## src/rtl/seq101_arbiter.sv

```systemverilog
// Round-robin shared "101" Mealy detector with per-requester saved context and saturating match counters.
// Build option: define SEQ101_OVERLAP_EN for overlapping detection (default is non-overlapping).
module seq101_arbiter #(
  parameter int N     = 4,
  parameter int CNT_W = 8
) (
  input  logic                 clk,
  input  logic                 reset,
  input  logic [N-1:0]         req,
  input  logic [N-1:0]         bit_in,
  input  logic                 clr,
  output logic [N-1:0]         gnt,
  output logic                 found,
  output logic [$clog2(N)-1:0] found_id,
  input  logic [$clog2(N)-1:0] rd_sel,
  output logic [CNT_W-1:0]     rd_cnt
);

  localparam int IDW = $clog2(N);
  localparam int RDN = 2 ** IDW;

  localparam logic [1:0] S_START = 2'b00;
  localparam logic [1:0] S_ID1   = 2'b01;
  localparam logic [1:0] S_ID10  = 2'b10;

`ifdef SEQ101_OVERLAP_EN
  localparam logic [1:0] S_AFTER_MATCH = S_ID1;
`else
  localparam logic [1:0] S_AFTER_MATCH = S_START;
`endif

  logic [1:0]       r_ctx [N];
  logic [CNT_W-1:0] r_cnt [N];
  logic [IDW-1:0]   r_last;
  logic             r_found_p1;
  logic [IDW-1:0]   r_found_id_p1;

  logic             w_any;
  logic [IDW-1:0]   w_win;
  logic [1:0]       w_cur;
  logic             w_bit;
  logic [1:0]       w_nxt;
  logic             w_match;
  logic [CNT_W-1:0] w_rd [RDN];

  function automatic logic [CNT_W-1:0] sat_inc(input logic [CNT_W-1:0] v);
    return (&v) ? v : v + 1'b1;
  endfunction

  // Round-robin search starting just after the last winner; clr suppresses any grant.
  always_comb begin
    int idx;
    idx   = 0;
    w_any = 1'b0;
    w_win = '0;
    if (!clr) begin
      for (int k = 1; k <= N; k++) begin
        idx = (int'(r_last) + k) % N;
        if (!w_any && req[idx]) begin
          w_any = 1'b1;
          w_win = IDW'(idx);
        end
      end
    end
  end

  assign gnt   = w_any ? (N'(1) << w_win) : '0;
  assign w_cur = r_ctx[w_win];
  assign w_bit = bit_in[w_win];

  // Next-state logic for the granted context
  always_comb begin
    w_nxt = S_START;
    case (w_cur)
      S_START: w_nxt = w_bit ? S_ID1 : S_START;
      S_ID1:   w_nxt = w_bit ? S_ID1 : S_ID10;
      S_ID10:  w_nxt = w_bit ? S_AFTER_MATCH : S_START;
      default: w_nxt = S_START;
    endcase
  end

  // Mealy output: match on the "1" that completes 1-0-1
  always_comb begin
    w_match = 1'b0;
    if (w_any && (w_cur == S_ID10) && w_bit)
      w_match = 1'b1;
  end

  // State registers: contexts, counters, pointer and the registered detection pulse
  always_ff @(posedge clk or negedge reset) begin
    if (!reset) begin
      r_last        <= IDW'(N - 1);
      r_found_p1    <= 1'b0;
      r_found_id_p1 <= '0;
      for (int i = 0; i < N; i++) begin
        r_ctx[i] <= S_START;
        r_cnt[i] <= '0;
      end
    end else if (clr) begin
      r_found_p1    <= 1'b0;
      r_found_id_p1 <= '0;
      for (int i = 0; i < N; i++) begin
        r_ctx[i] <= S_START;
        r_cnt[i] <= '0;
      end
    end else begin
      r_found_p1    <= w_match;
      r_found_id_p1 <= w_match ? w_win : '0;
      if (w_any) begin
        r_last       <= w_win;
        r_ctx[w_win] <= w_nxt;
        if (w_match)
          r_cnt[w_win] <= sat_inc(r_cnt[w_win]);
      end
    end
  end

  assign found    = r_found_p1;
  assign found_id = r_found_id_p1;

  // Readout table padded to a power of two so out-of-range selects read zero
  always_comb begin
    for (int i = 0; i < RDN; i++) begin
      w_rd[i] = '0;
      if (i < N)
        w_rd[i] = r_cnt[i];
    end
  end

  assign rd_cnt = w_rd[rd_sel];

endmodule

```

## config.mk

```make
export PLATFORM = sky130hd
export DESIGN_NAME = seq101_arbiter
export DESIGN_NICKNAME = d
export VERILOG_FILES = /design/src/rtl/seq101_arbiter.sv
export SDC_FILE = /design/constraint.sdc
export NUM_CORES = 1
export LEC_CHECK = 0
export CAP_MARGIN = 20
export CORE_ASPECT_RATIO = 0.8
export CORE_MARGIN = 2
export CORE_UTILIZATION = 54
export CTS_CLUSTER_SIZE = 25
export DETAILED_ROUTE_END_ITERATION = 7
export HOLD_SLACK_MARGIN = 0.12
export PLACE_DENSITY_LB_ADDON = 0.05
export SLEW_MARGIN = 20
export SYNTH_ARGS = -nofsm -noshare
export SYNTH_HDL_FRONTEND = slang
export SYNTH_SLANG_ARGS = --single-unit
```

## constraint.sdc

```tcl
create_clock -name clk -period 4.9 [get_ports clk]
set_input_delay 0.98 -clock clk [delete_from_list [all_inputs] [get_ports clk]]
set_output_delay 0.98 -clock clk [all_outputs]
set_load 0.02 [all_outputs]
```

==> results of run 1 <==
==> routing by layer <==
| layer | vias to the layer above | global-route usage | wire [um] |
|---|---|---|---|
| met5 | - | 0 | 0 |
| met1 | 1021 | 0.354 | 3040 |
| met4 | 0 | 0.0544 | 53 |
| met2 | 44 | 0.357 | 2710 |
| li1 | 1009 | - | - |
| met3 | 7 | 0.0398 | 279 |
==> area by class of cell <==
cell class                 count  area [um^2]  area share
clock buffer                   6         72.6      0.0232
clock inverter                 2         10.0     0.00319
inverter                      11         41.3      0.0132
multi-input combinational    189         1500       0.478
sequential                    45         1130       0.360
tap                           62         77.6      0.0248
timing repair buffer          32          305      0.0974
==> registers in the layout, indices dropped and copies added, names as in the netlist <==
name      count
r_cnt        32
r_ctx         8
found_id      2
r_last        2
found         1
==> kinds of logic after synthesis <==
kind of cell | synth area share
mux | 0.201
xor+xnor | 0.00316
simple gates | 0.194
fa+ha+maj | 0.00452
compound gates | 0.137
buf+inv | 0.0519
flops | 0.407
==> cells in the mapped netlist, drive strengths merged, types with 3 or more instances <==
| cell type | number | area share |
|---|---|---|
| nor2b | 3 | 0.0068 |
| clkbuf | 9 | 0.012 |
| dfrtp | 43 | 0.39 |
| nand2b | 4 | 0.0090 |
| buf | 8 | 0.025 |
| mux2 | 6 | 0.024 |
| o21ai | 44 | 0.090 |
| a21oi | 5 | 0.0090 |
| mux2i | 31 | 0.11 |
| nor2 | 7 | 0.012 |
| nand2 | 10 | 0.014 |
| nand3b | 41 | 0.11 |
| mux4 | 8 | 0.065 |
| inv | 11 | 0.015 |
==> through the flow <==
stage | total power, mW | instance area [um^2] | utilization
floorplan | 0.556 | 2770 | -
global placement | 0.612 | 3050 | 0.612
detailed placement | 0.613 | 3050 | 0.612
CTS | 0.840 | 3130 | 0.629
global route | 0.875 | 3130 | 0.629
finish | 0.833 | 3130 | 0.629
==> path summary, 6_finish.rpt <==
path	slack, ps	endpoint	cells past startpoint	from
setup / recovery	370	gnt[2]	7	req[3]
hold / removal	520	r_ctx[5]	2	r_ctx[5]
setup reg to reg	1190	r_cnt[30]	9	r_last[1]
hold reg to reg	520	r_ctx[5]	2	r_ctx[5]
max in group asynchronous	3830	r_ctx[3]	1	reset
min in group asynchronous	670	found_id[1]	1	reset
==> report_power, final <==
group	internal [mW]	total [mW]	switching, mW
logic	0.0877	0.200	0.112
registers	0.389	0.407	0.0184
clock network	0.0991	0.227	0.127
==> worst register-to-register path, cell delays in order, from the launching register on <==
cell	delay, ps
dfstp_2	660
mux2i_1	250
a221oi_2	150
nor2_4	470
mux2i_1	160
mux2_2	300
or4b_1	600
or3_1	680
nand3b_1	240
o21ai_2	60
==> flow_metrics.env, run 1 <==
export IMPL_dp_cells=339
export IMPL_routedWlPerCell_um=17.5
export IMPL_ys_flop_type="dfrtp_1"
export IMPL_rsz0062_at_grt="false"
export IMPL_setup_viol=0
export IMPL_synth_seq_cells=45
export IMPL_cts_made_buffers=5
export IMPL_ctsHtreeMaxLevel=2
export IMPL_totalWireLength_mm=6.08
export IMPL_netlist_area_um2=2770
export IMPL_fp_dieW_um=84.1
export IMPL_grt_pass1_vias=1997
export IMPL_drive_gt1_frac=0.147
export IMPL_critPathMaxFanout=12
export IMPL_dp_worst_setup_slack_ps=252
export IMPL_clk_pin_slew_ps=80
export IMPL_tritoncts="done"
export IMPL_worstPathArrival_ps=3550
export IMPL_max_stage_delay_ps=610
export IMPL_min_period_ps=4530
export IMPL_num_vias=2081
export IMPL_io_pins=28
export IMPL_placeableCoreArea_um2=4980
export IMPL_fin_ws_ps=369
export IMPL_row_count=23
export IMPL_drv_cap=0
export IMPL_initial_core_util=0.556
export IMPL_cts_root_buf="clkbuf_8"
export IMPL_crit_top_cell="clkdlybuf4s50_1"
export IMPL_fmax_mhz=221
export IMPL_area_growth_pct=13.1
export IMPL_ys_seq_area_frac=0.407
export IMPL_min_path_type="flip-flop to flip-flop"
export IMPL_ir_worst_vdd_mv=0.168
export IMPL_synth_edf_count=0
export IMPL_antenna_cells=0
export IMPL_worstSetupStartpointType="input pin"
export IMPL_cts_setup_buffers=0
export IMPL_viasPerCell=6.00
export IMPL_critPathBufInv=3
export IMPL_grt_overflow=0
export IMPL_clk_path_buf_depth=2
export IMPL_layout_common_cells="dfrtp_1 (43), nand3b_1 (39), o21ai_0 (34)"
export IMPL_crit_type="input pin to output port"
export IMPL_cp_cell_sequence="clkdlybuf4s50_1 > nand2b_1 > a31oi_1 > and2_1 > o21ai_0 > inv_1 > clkdlybuf4s50_1"
export IMPL_cp_end_kind="output port"
export IMPL_layout_commonest_cell="dfrtp_1"
export IMPL_n_fill_cell=428
export IMPL_synth_cell_types=47
export IMPL_ctsResizeCount=0
export IMPL_postSynthCellCount=262
export IMPL_setup_tns_ps=0
export IMPL_die_h_um=68.1
export IMPL_worst_pin_slew_ps=778
export IMPL_outcome="complete, no violations"
export IMPL_yosysWarnings=0
export IMPL_antenna_found_initial=0
export IMPL_die_area_um2=5720
export IMPL_crit_family="buffers and inverters"
export IMPL_syn_num_nets=276
export IMPL_slew_headroom=0.481
export IMPL_finalHoldViolCount=0
export IMPL_slowest_stage="clkdlybuf4s50_1"
export IMPL_fin_skew_ps=5.48
export IMPL_dr_pass1_iters=5
export IMPL_grt_usage=0.235
export IMPL_ys_async_sr_fraction=1.00
export IMPL_period_share=0.925
export IMPL_grt_max_degree=46
export IMPL_clk_latency_ps=300
export IMPL_dpl_hpwl_mm=4.10
export IMPL_cts_hold_buf=0
export IMPL_final_cells=347
export IMPL_p_leak_nw=1.31
export IMPL_drc_errors=0
export IMPL_report_final_slew_viol_count=0
export IMPL_grt_pass1_wl_mm=10.3
export IMPL_fin_nets=298
export IMPL_postRouteAntennaNets=0
export IMPL_portBuffers=27
export IMPL_drt_initial_drc_count=133
export IMPL_powerDensity_nw_per_um2=266
export IMPL_fin_hold_ws_ps=516
export IMPL_place_gp_congestion=0.887
export IMPL_avgSynthCellArea_um2=10.6
export IMPL_crit_required_ps=3920
export IMPL_cts_sinks=45
Power figures use the tool's default switching activity.
==> run 2, diff against run 1 <==
CORE_UTILIZATION = 40   (was 54)
CTS_CLUSTER_SIZE = 14   (was 25)
==> run 2 against run 1 <==
  * Hold slack improved by 7.8 ps
  * Critical path depth unchanged
  * Utilization fell by 16 points
  * Critical path type unchanged
  * Critical endpoint unchanged
  * Largest power group unchanged
==> flow_metrics.env, run 2 (synthesis results as in run 1) <==
export IMPL_crit_type="input pin to output port"
export IMPL_drive_gt1_frac=0.154
export IMPL_place_gp_congestion=0.782
export IMPL_fmax_mhz=228
export IMPL_outcome="complete, no violations"
export IMPL_finalHoldViolCount=0
export IMPL_grt_usage=0.192
export IMPL_initial_core_util=0.408
export IMPL_die_h_um=78.4
export IMPL_min_period_ps=4390
export IMPL_critPathBufInv=3
export IMPL_postRouteAntennaNets=0
export IMPL_fin_skew_ps=10.2
export IMPL_totalWireLength_mm=6.83
export IMPL_fin_hold_ws_ps=524
export IMPL_cts_sinks=45
export IMPL_largest_register="r_cnt"
export IMPL_portBuffers=27
export IMPL_powerDensity_nw_per_um2=281
export IMPL_antenna_cells=0
export IMPL_ctsHtreeMaxLevel=2
export IMPL_grt_max_degree=46
export IMPL_placeableCoreArea_um2=6790
export IMPL_area_growth_pct=15.5
export IMPL_cp_cell_sequence="clkdlybuf4s50_1 > nand2b_1 > a31oi_1 > and2_1 > o21ai_0 > inv_1 > clkdlybuf4s50_1"
export IMPL_worstPathArrival_ps=3410
export IMPL_cts_root_buf="clkbuf_8"
export IMPL_setup_viol=0
export IMPL_crit_family="buffers and inverters"
export IMPL_ctsResizeCount=0
export IMPL_drc_errors=0
export IMPL_cts_hold_buf=0
export IMPL_min_path_type="flip-flop to flip-flop"
export IMPL_worst_pin_slew_ps=811
export IMPL_max_stage_delay_ps=610
export IMPL_worstSetupStartpointType="input pin"
export IMPL_layout_common_cells="dfrtp_1 (43), nand3b_1 (39), o21ai_0 (34)"
export IMPL_dr_pass1_iters=4
export IMPL_viasPerCell=5.65
export IMPL_fin_nets=300
export IMPL_grt_pass1_vias=2139
export IMPL_clk_latency_ps=300
export IMPL_slowest_stage="clkdlybuf4s50_1"
export IMPL_cp_end_kind="output port"
export IMPL_cts_setup_buffers=0
export IMPL_clk_pin_slew_ps=90
export IMPL_drv_cap=0
export IMPL_num_vias=2108
export IMPL_drt_initial_drc_count=113
export IMPL_p_leak_nw=1.33
export IMPL_critPathMaxFanout=7
export IMPL_layout_commonest_cell="dfrtp_1"
export IMPL_die_area_um2=7610
export IMPL_antenna_found_initial=0
export IMPL_cts_made_buffers=5
export IMPL_crit_required_ps=3920
export IMPL_reg_top3="r_cnt x32, r_ctx x8"
export IMPL_dpl_hpwl_mm=4.61
export IMPL_routedWlPerCell_um=18.3
export IMPL_ir_worst_vdd_mv=0.117
export IMPL_grt_pass1_wl_mm=11.5
export IMPL_row_count=27
export IMPL_io_pins=28
export IMPL_report_final_slew_viol_count=0
export IMPL_slew_headroom=0.457
export IMPL_largest_register_ffs=32
export IMPL_clk_path_buf_depth=2
export IMPL_rsz0062_at_grt="false"
export IMPL_setup_tns_ps=0
export IMPL_fp_dieW_um=97.0
export IMPL_grt_overflow=0
export IMPL_tritoncts="done"
export IMPL_period_share=0.895
export IMPL_crit_top_cell="clkdlybuf4s50_1"
## run 2: cell count changes in the layout (fill, tap and decap cells not counted), sizes merged
cell | before | now
bufinv | 0 | 1
buf | 6 | 8
clkbuf | 6 | 5
clkinv | 2 | 1
## run 2: through the flow
| stage | power [mW] | setup WS [ps] | instance area [um^2] | util | cells |
|---|---|---|---|---|---|
| 2_1_floorplan | 0.556 | 1360 | 2770 | - | 262 |
| 3_3_place_gp | 0.626 | 413 | 3090 | 0.456 | 366 |
| 3_5_place_dp | 0.626 | 291 | 3090 | 0.456 | 366 |
| 4_1_cts | 0.908 | 524 | 3200 | 0.471 | 373 |
| 5_1_grt | 0.945 | 363 | 3200 | 0.471 | 373 |
| 6_report | 0.898 | 514 | 3200 | 0.471 | 373 |
## run 2: cell type report
type	count	area (um^2)
fillers	618	3590
clock inverters	2	35.0
multi-input cells	189	1500
clock buffers	5	68.8
inverters	11	41.3
well taps	87	109
repair buffers	34	320
flip-flops and latches	45	1130
## run 2: routing by layer
layer | wire [um] | GRT usage | share of wire
met1 | 3590 | 0.288 | 0.53
met2 | 2980 | 0.285 | 0.44
met3 | 234 | 0.0436 | 0.034
met4 | 30 | 0.0380 | 0.0044
met5 | 0 | 0 | 0
## run 2: worst paths after layout
| check | slack [ps] | endpoint | start | cells after the start |
|---|---|---|---|---|
| max in group asynchronous | 3800 | r_cnt[22] | reset | 1 |
| worst min register to register | 520 | r_ctx[5] | r_ctx[5] | 2 |
| worst min-delay path | 520 | r_ctx[5] | r_ctx[5] | 2 |
| worst max-delay path | 510 | gnt[2] | req[3] | 7 |
| worst max register to register | 1260 | r_cnt[25] | r_last[1] | 9 |
| min in group asynchronous | 690 | r_cnt[10] | reset | 1 |
## run 2: report_power, final
group	switching, mW	internal [mW]	total [mW]
combinational	0.118	0.0931	0.211
clock	0.131	0.149	0.279
sequential	0.0187	0.389	0.408
## run 2: worst reg2reg max path: stages, from the launching register on
cell and delay [ps]:
dfstp_2 650, mux2i_1 240, a221oi_2 130, nor2_4 420, mux2i_1 160, mux2_2 300, or4b_1 600, or3_1 680
nand3b_1 260, o21ai_2 70
==> edit 1, RTL diff (settings of run 1) <==
The parameter `CNT_W` goes from 8 to 7.
--- a/src/rtl/seq101_arbiter.sv
+++ b/src/rtl/seq101_arbiter.sv
@@ -2,7 +2,7 @@
 // Build option: define SEQ101_OVERLAP_EN for overlapping detection (default is non-overlapping).
 module seq101_arbiter #(
   parameter int N     = 4,
-  parameter int CNT_W = 8
+  parameter int CNT_W = 7
 ) (
   input  logic                 clk,
   input  logic                 reset,
Interface: changed (resized rd_cnt); port bits go from 28 to 27. No check against the original RTL was run, so the function may have changed too.
==> edit 1 against run 1 <==
- sequential cell count is 4 lower
- clock skew is 0.0010 ns higher
- final area is 4.8% lower
- combinational power is 15% lower
- wire length is 7.2% lower
- setup slack better by 0.20 ns
- power is 10% lower
- synthesized area is 6.2% lower
- highest routed layer unchanged
==> edit 1: results (changes against run 1) <==
| Metric | Value |
|---|---|
| Destination of the critical timing path | gnt[2] (unchanged) |
| Launch point of the worst reg-to-reg path | r_last[1] (unchanged) |
| Final routed wirelength across all metal layers | 5650 microns (was 6080 microns) |
| Final hold slack | 0.520 ns (was 0.516 ns) |
| Count of input and output buffers | 26 (was 27) |
| Regs by FF count | r_cnt: 28 flops, r_ctx: 8 flops (was r_cnt: 32 flops, r_ctx: 8 flops) |
| Origin of the worst setup path | req[2] (was req[3]) |
| Synth Flop Type | dfrtp_1 (unchanged) |
| Setup slack, reg-to-reg | 1.37 ns (was 1.19 ns) |
| Post-cts sizing count | 0 (unchanged) |
| Number of violations reported at the end of detailed-routing iteration 0 | 90 (was 133) |
| Net count of the mapped netlist | 256 (was 276) |
| Maximum resistive drop on vdd | 0.155 mV (was 0.168 mV) |
| Maximum net fanout on the critical path | 9 (was 12) |
| H-tree levels | 2 (unchanged) |
| Final weighted congestion in routability-driven placement | 0.855 (was 0.887) |
| Data arrival time of the worst path | 3.35 ns (was 3.55 ns) |
| Number of antenna violations at the first check in global routing | 0 (unchanged) |
| Maximum number of pins on one net before global-route repair | 42 (was 46) |
| Top cells by count, synth | 39 x dfrtp_1, 37 x mux2i_1, 32 x nand2b_1, 13 x nor2_1, 13 x o21ai_1 (was 43 x dfrtp_1, 39 x nand3b_1, 34 x o21ai_0, 31 x mux2i_1, 11 x inv_1) |
| Kind of path behind the tightest hold check | register to register (unchanged) |
| Count of flip-flops with a built-in enable after synthesis | 0 (unchanged) |
| Post-CTS setup buffers | 0 (unchanged) |
| Wire length of the first global-routing pass | 9430 microns (was 10,300 microns) |
| Worst slew margin | 39.3% (was 48.1%) |
| Endpoint of the worst-slack reg-to-reg timing path | r_cnt[1] (was r_cnt[30]) |
| Final Net Count | 281 (was 298) |
| Cell chosen for the clock root | clkbuf_8 (unchanged) |
| Post-detailed-placement half-perimeter wirelength | 4020 microns (was 4100 microns) |
| Internal power summed over all cells | 0.516 mW (was 0.576 mW) |
| Sequential share of the synthesized area | 39.6% (was 40.7%) |
| Final Skew | 0.00652 ns (was 0.00548 ns) |
| Post-synth cell types | 47 (unchanged) |
| Async set-reset flop share out of synthesis | 100% (unchanged) |
| Count of TritonRoute iterations in the first routing pass | 5 (unchanged) |
| R2r worst-path depth | 12 (was 9) |
| Fraction of final layout cells with drive strength greater than 1 | 15.3% (was 14.7%) |
| Area of placed instances | 2900 sq um (was 3050 sq um) |
| Global-route usage over all layers | 23.6% (was 23.5%) |
| Post-DR vias/cell | 5.82 (was 6.00) |
| Vias in the first global route | 1,723 (was 1,997) |
| Leakage | 1.30 nW (was 1.31 nW) |
| # diodes | 0 (unchanged) |
| Num CTS Buffers | 5 (unchanged) |
| Biggest area contributors in the synthesized netlist | dfrtp_1 38%, mux2i_1 14%, nand2b_1 7.7% (was dfrtp_1 39%, mux2i_1 11%, nand3b_1 11%) |
| Result of the run | completed (unchanged) |
| Synth warnings | 0 (unchanged) |
[edit 1: final cells by class]
| type | instances | area (sq um) |
|---|---|---|
| Multi-Input combinational cell | 184 | 1490 |
| Timing Repair Buffer | 30 | 285 |
| Clock buffer | 5 | 68.8 |
| Tap cell | 60 | 75.1 |
| Fill cell | 361 | 1620 |
| Inverter | 5 | 18.8 |
| Clock inverter | 3 | 17.5 |
| Sequential cell | 41 | 1030 |
[edit 1: kinds of logic (layout without fill, tap and decap cells)]
group / after synthesis / count (layout) / synth area share, %
flops: 41 / 41 / 39.6
compound gates: 51 / 51 / 13.3
mux: 44 / 44 / 20.3
simple gates: 86 / 86 / 22.2
xor+xnor: 2 / 2 / 0.964
buf+inv: 17 / 43 / 3.13
fa+ha+maj: 1 / 1 / 0.482
[edit 1: worst max-delay path, cell delays in order]
cell and delay [ns]:
clkdlybuf4s50_1 0.56, and2b_1 0.22, a21oi_1 0.22, o221ai_4 0.25
or2_2 0.44, inv_1 0.08, clkdlybuf4s50_1 0.60
[edit 1: power groups by stage]
stage | sequential (mW) | clock (mW) | combinational, mW
6_report | 0.361 | 0.217 | 0.170
4_1_cts | 0.361 | 0.222 | 0.170
3_3_place_gp | 0.368 | 0 | 0.170
5_1_grt | 0.363 | 0.242 | 0.185
2_1_floorplan | 0.362 | 0 | 0.123
3_5_place_dp | 0.368 | 0 | 0.169
[edit 1: metrics by stage]
stage / setup WS, ns / std cells
after floorplan: 1.14 / 242
after global placement: 0.512 / 320
after detailed placement: 0.433 / 320
after CTS: 0.561 / 328
after global routing: 0.299 / 328
final: 0.572 / 328
[edit 1: worst min path at each step]
stage             start       end  cells past startpoint
3_5_place_dp   r_ctx[0]  r_ctx[0]                      2
2_1_floorplan  r_ctx[7]  r_ctx[7]                      2
3_3_place_gp   r_ctx[0]  r_ctx[0]                      2
6_report       r_ctx[0]  r_ctx[0]                      2
5_1_grt        r_ctx[0]  r_ctx[0]                      2
4_1_cts        r_ctx[0]  r_ctx[0]                      2
[edit 1: per-layer routing]
metal | part of all wire, % | vias to the layer above | GRT usage [%] | wire length [microns]
li1 | - | 920 | - | -
met3 | 4.8 | 5 | 4.10 | 270
met4 | 0.71 | 0 | 5.08 | 40
met2 | 43 | 50 | 32.8 | 2440
met1 | 51 | 935 | 38.1 | 2890
met5 | 0 | - | 0 | 0
==> edit 2, RTL diff (settings of run 1) <==
Made on the original files. Put a register stage on the output `rd_cnt`, cleared by the reset. The value now appears one clock later. The other outputs are not delayed to match.
--- a/src/rtl/seq101_arbiter.sv
+++ b/src/rtl/seq101_arbiter.sv
@@ -127,7 +127,13 @@
     end
   end
 
-  assign rd_cnt = w_rd[rd_sel];
+  always_ff @(posedge clk or negedge reset) begin
+    if (!reset) begin
+      rd_cnt <= '0;
+    end else begin
+      rd_cnt <= w_rd[rd_sel];
+    end
+  end
 
 endmodule
 
Formal check against the unedited RTL: not equivalent (a bounded check fails within 4 cycles, from zero or initial values and one cycle with reset low).
==> edit 2 against run 1 <==
- final area rose by 18%
- sequential cell count increased by 8
- synthesized area up 21%
- fmax rose by 0.80%
- setup slack better by 0.036 ns
- power rose by 11%
- wire length rose by 31%
- via count increased by 25%
- global-route usage grew 1.6 points
- critical path type unchanged
- critical endpoint is now gnt[3]
- largest cell class unchanged
==> edit 2: results (changes against run 1) <==
| Metric | Value |
|---|---|
| Result of the run | completed (unchanged) |
| Worst-Margin Slew | 0.758 ns (was 0.778 ns) |
| Vias in the first global route | 2,548 (was 1,997) |
| Area fraction of clock buffers and clock inverters | 2.17% (was 2.64%) |
| Clk_buf instances | 8 (was 6) |
| Multi-input comb cells | 236 (was 189) |
| Number of fill cells in the layout | 494 (was 428) |
| Leakage | 1.46 nW (was 1.31 nW) |
| Data-path buffer share of cell area in the final layout | 9.41% (was 9.74%) |
| Top cells by count, synth | 51 x dfrtp_1, 37 x nand3b_1, 23 x mux2i_1, 23 x nand2_1 (was 43 x dfrtp_1, 39 x nand3b_1, 34 x o21ai_0, 31 x mux2i_1, 11 x inv_1) |
| WL met3 | 475 microns (was 279 microns) |
| Regs by FF count | r_cnt: 32 flops, r_ctx: 8 flops, rd_cnt: 8 flops (was r_cnt: 32 flops, r_ctx: 8 flops) |
| Sequential share of the synthesized area | 39.8% (was 40.7%) |
| Met2 routed wirelength | 3550 microns (was 2710 microns) |
| Net count of the mapped netlist | 334 (was 276) |
| Sequential fraction of design power | 49.7% (was 48.9%) |
| Multi-input gate share of total cell area | 49.1% (was 47.8%) |
| FF+latch count, synth | 53 (was 45) |
| Non-CTS inverters | 6 (was 11) |
| Global-route track usage on met2 | 38.2% (was 35.7%) |
| Biggest area contributors in the synthesized netlist | dfrtp_1 38%, nand3b_1 8.3%, mux2i_1 6.9% (was dfrtp_1 39%, mux2i_1 11%, nand3b_1 11%) |
| Number of violations reported at the end of detailed-routing iteration 0 | 232 (was 133) |
| Data arrival time of the worst path | 3.51 ns (was 3.55 ns) |
| Global-route usage over all layers | 25.1% (was 23.5%) |
| Final weighted congestion in routability-driven placement | 0.873 (was 0.887) |
| Maximum net fanout on the critical path | 20 (was 12) |
| Final Net Count | 354 (was 298) |
| Clock-pin slew reported for the worst setup and hold paths after clock tree synthesis | 0.10 ns (was 0.08 ns) |
| Internal power summed over all cells | 0.638 mW (was 0.576 mW) |
| Placed insts | 414 (was 339) |
| Non-clock buffer count in the final layout | 38 (was 32) |
| Number of vias in the routed layout | 2,591 (was 2,081) |
| Sequential standard cell area | 1330 sq um (was 1130 sq um) |
-- edit 2: cell count changes after synthesis, moves of 5 or more --
cell / run 1 / this run
nand4_1: 1 / 8
or3_1: 2 / 9
mux2i_1: 31 / 23
o21ai_2: 8 / 0
nand3_1: 2 / 15
a211o_1: 0 / 8
o21ai_0: 34 / 8
o21ai_1: 2 / 15
dfrtp_1: 43 / 51
nand2_1: 10 / 23
o31ai_1: 1 / 8
inv_1: 11 / 6
-- edit 2: stage by stage --
stage          hold slack, ns  power, mW  utilization (%)  worst slack (ns)
5_1_grt                 0.543      0.974             62.2             0.244
6_report                0.525      0.927             62.2             0.405
3_3_place_gp            0.506      0.688             60.8             0.478
2_1_floorplan           0.477      0.632                -              1.30
4_1_cts                 0.522      0.932             62.2             0.402
3_5_place_dp            0.499      0.691             60.8             0.397
-- edit 2: cells by family (layout without fill, tap and decap cells) --
kind of cell / after synthesis / count (layout) / share of synthesized area [%]
muxes: 36 / 36 / 14.0
buffers and inverters: 31 / 52 / 5.84
DFF: 53 / 53 / 39.8
AOI/OAI and AO/OA: 73 / 73 / 16.6
adders and majority gates: 1 / 1 / 0.375
and+or+nand+nor: 126 / 126 / 23.5
-- edit 2: path summary, 6_finish.rpt --
| check | from | to | slack [ns] | cells past startpoint |
|---|---|---|---|---|
| worst max-delay path | req[3] | gnt[3] | 0.41 | 7 |
| worst min register to register | r_ctx[5] | r_ctx[5] | 0.52 | 2 |
| worst max register to register | r_last[1] | r_cnt[5] | 1.36 | 11 |
| min in group asynchronous | reset | r_ctx[1] | 0.76 | 2 |
| max in group asynchronous | reset | r_cnt[16] | 3.65 | 2 |
| worst min-delay path | r_ctx[5] | r_ctx[5] | 0.52 | 2 |
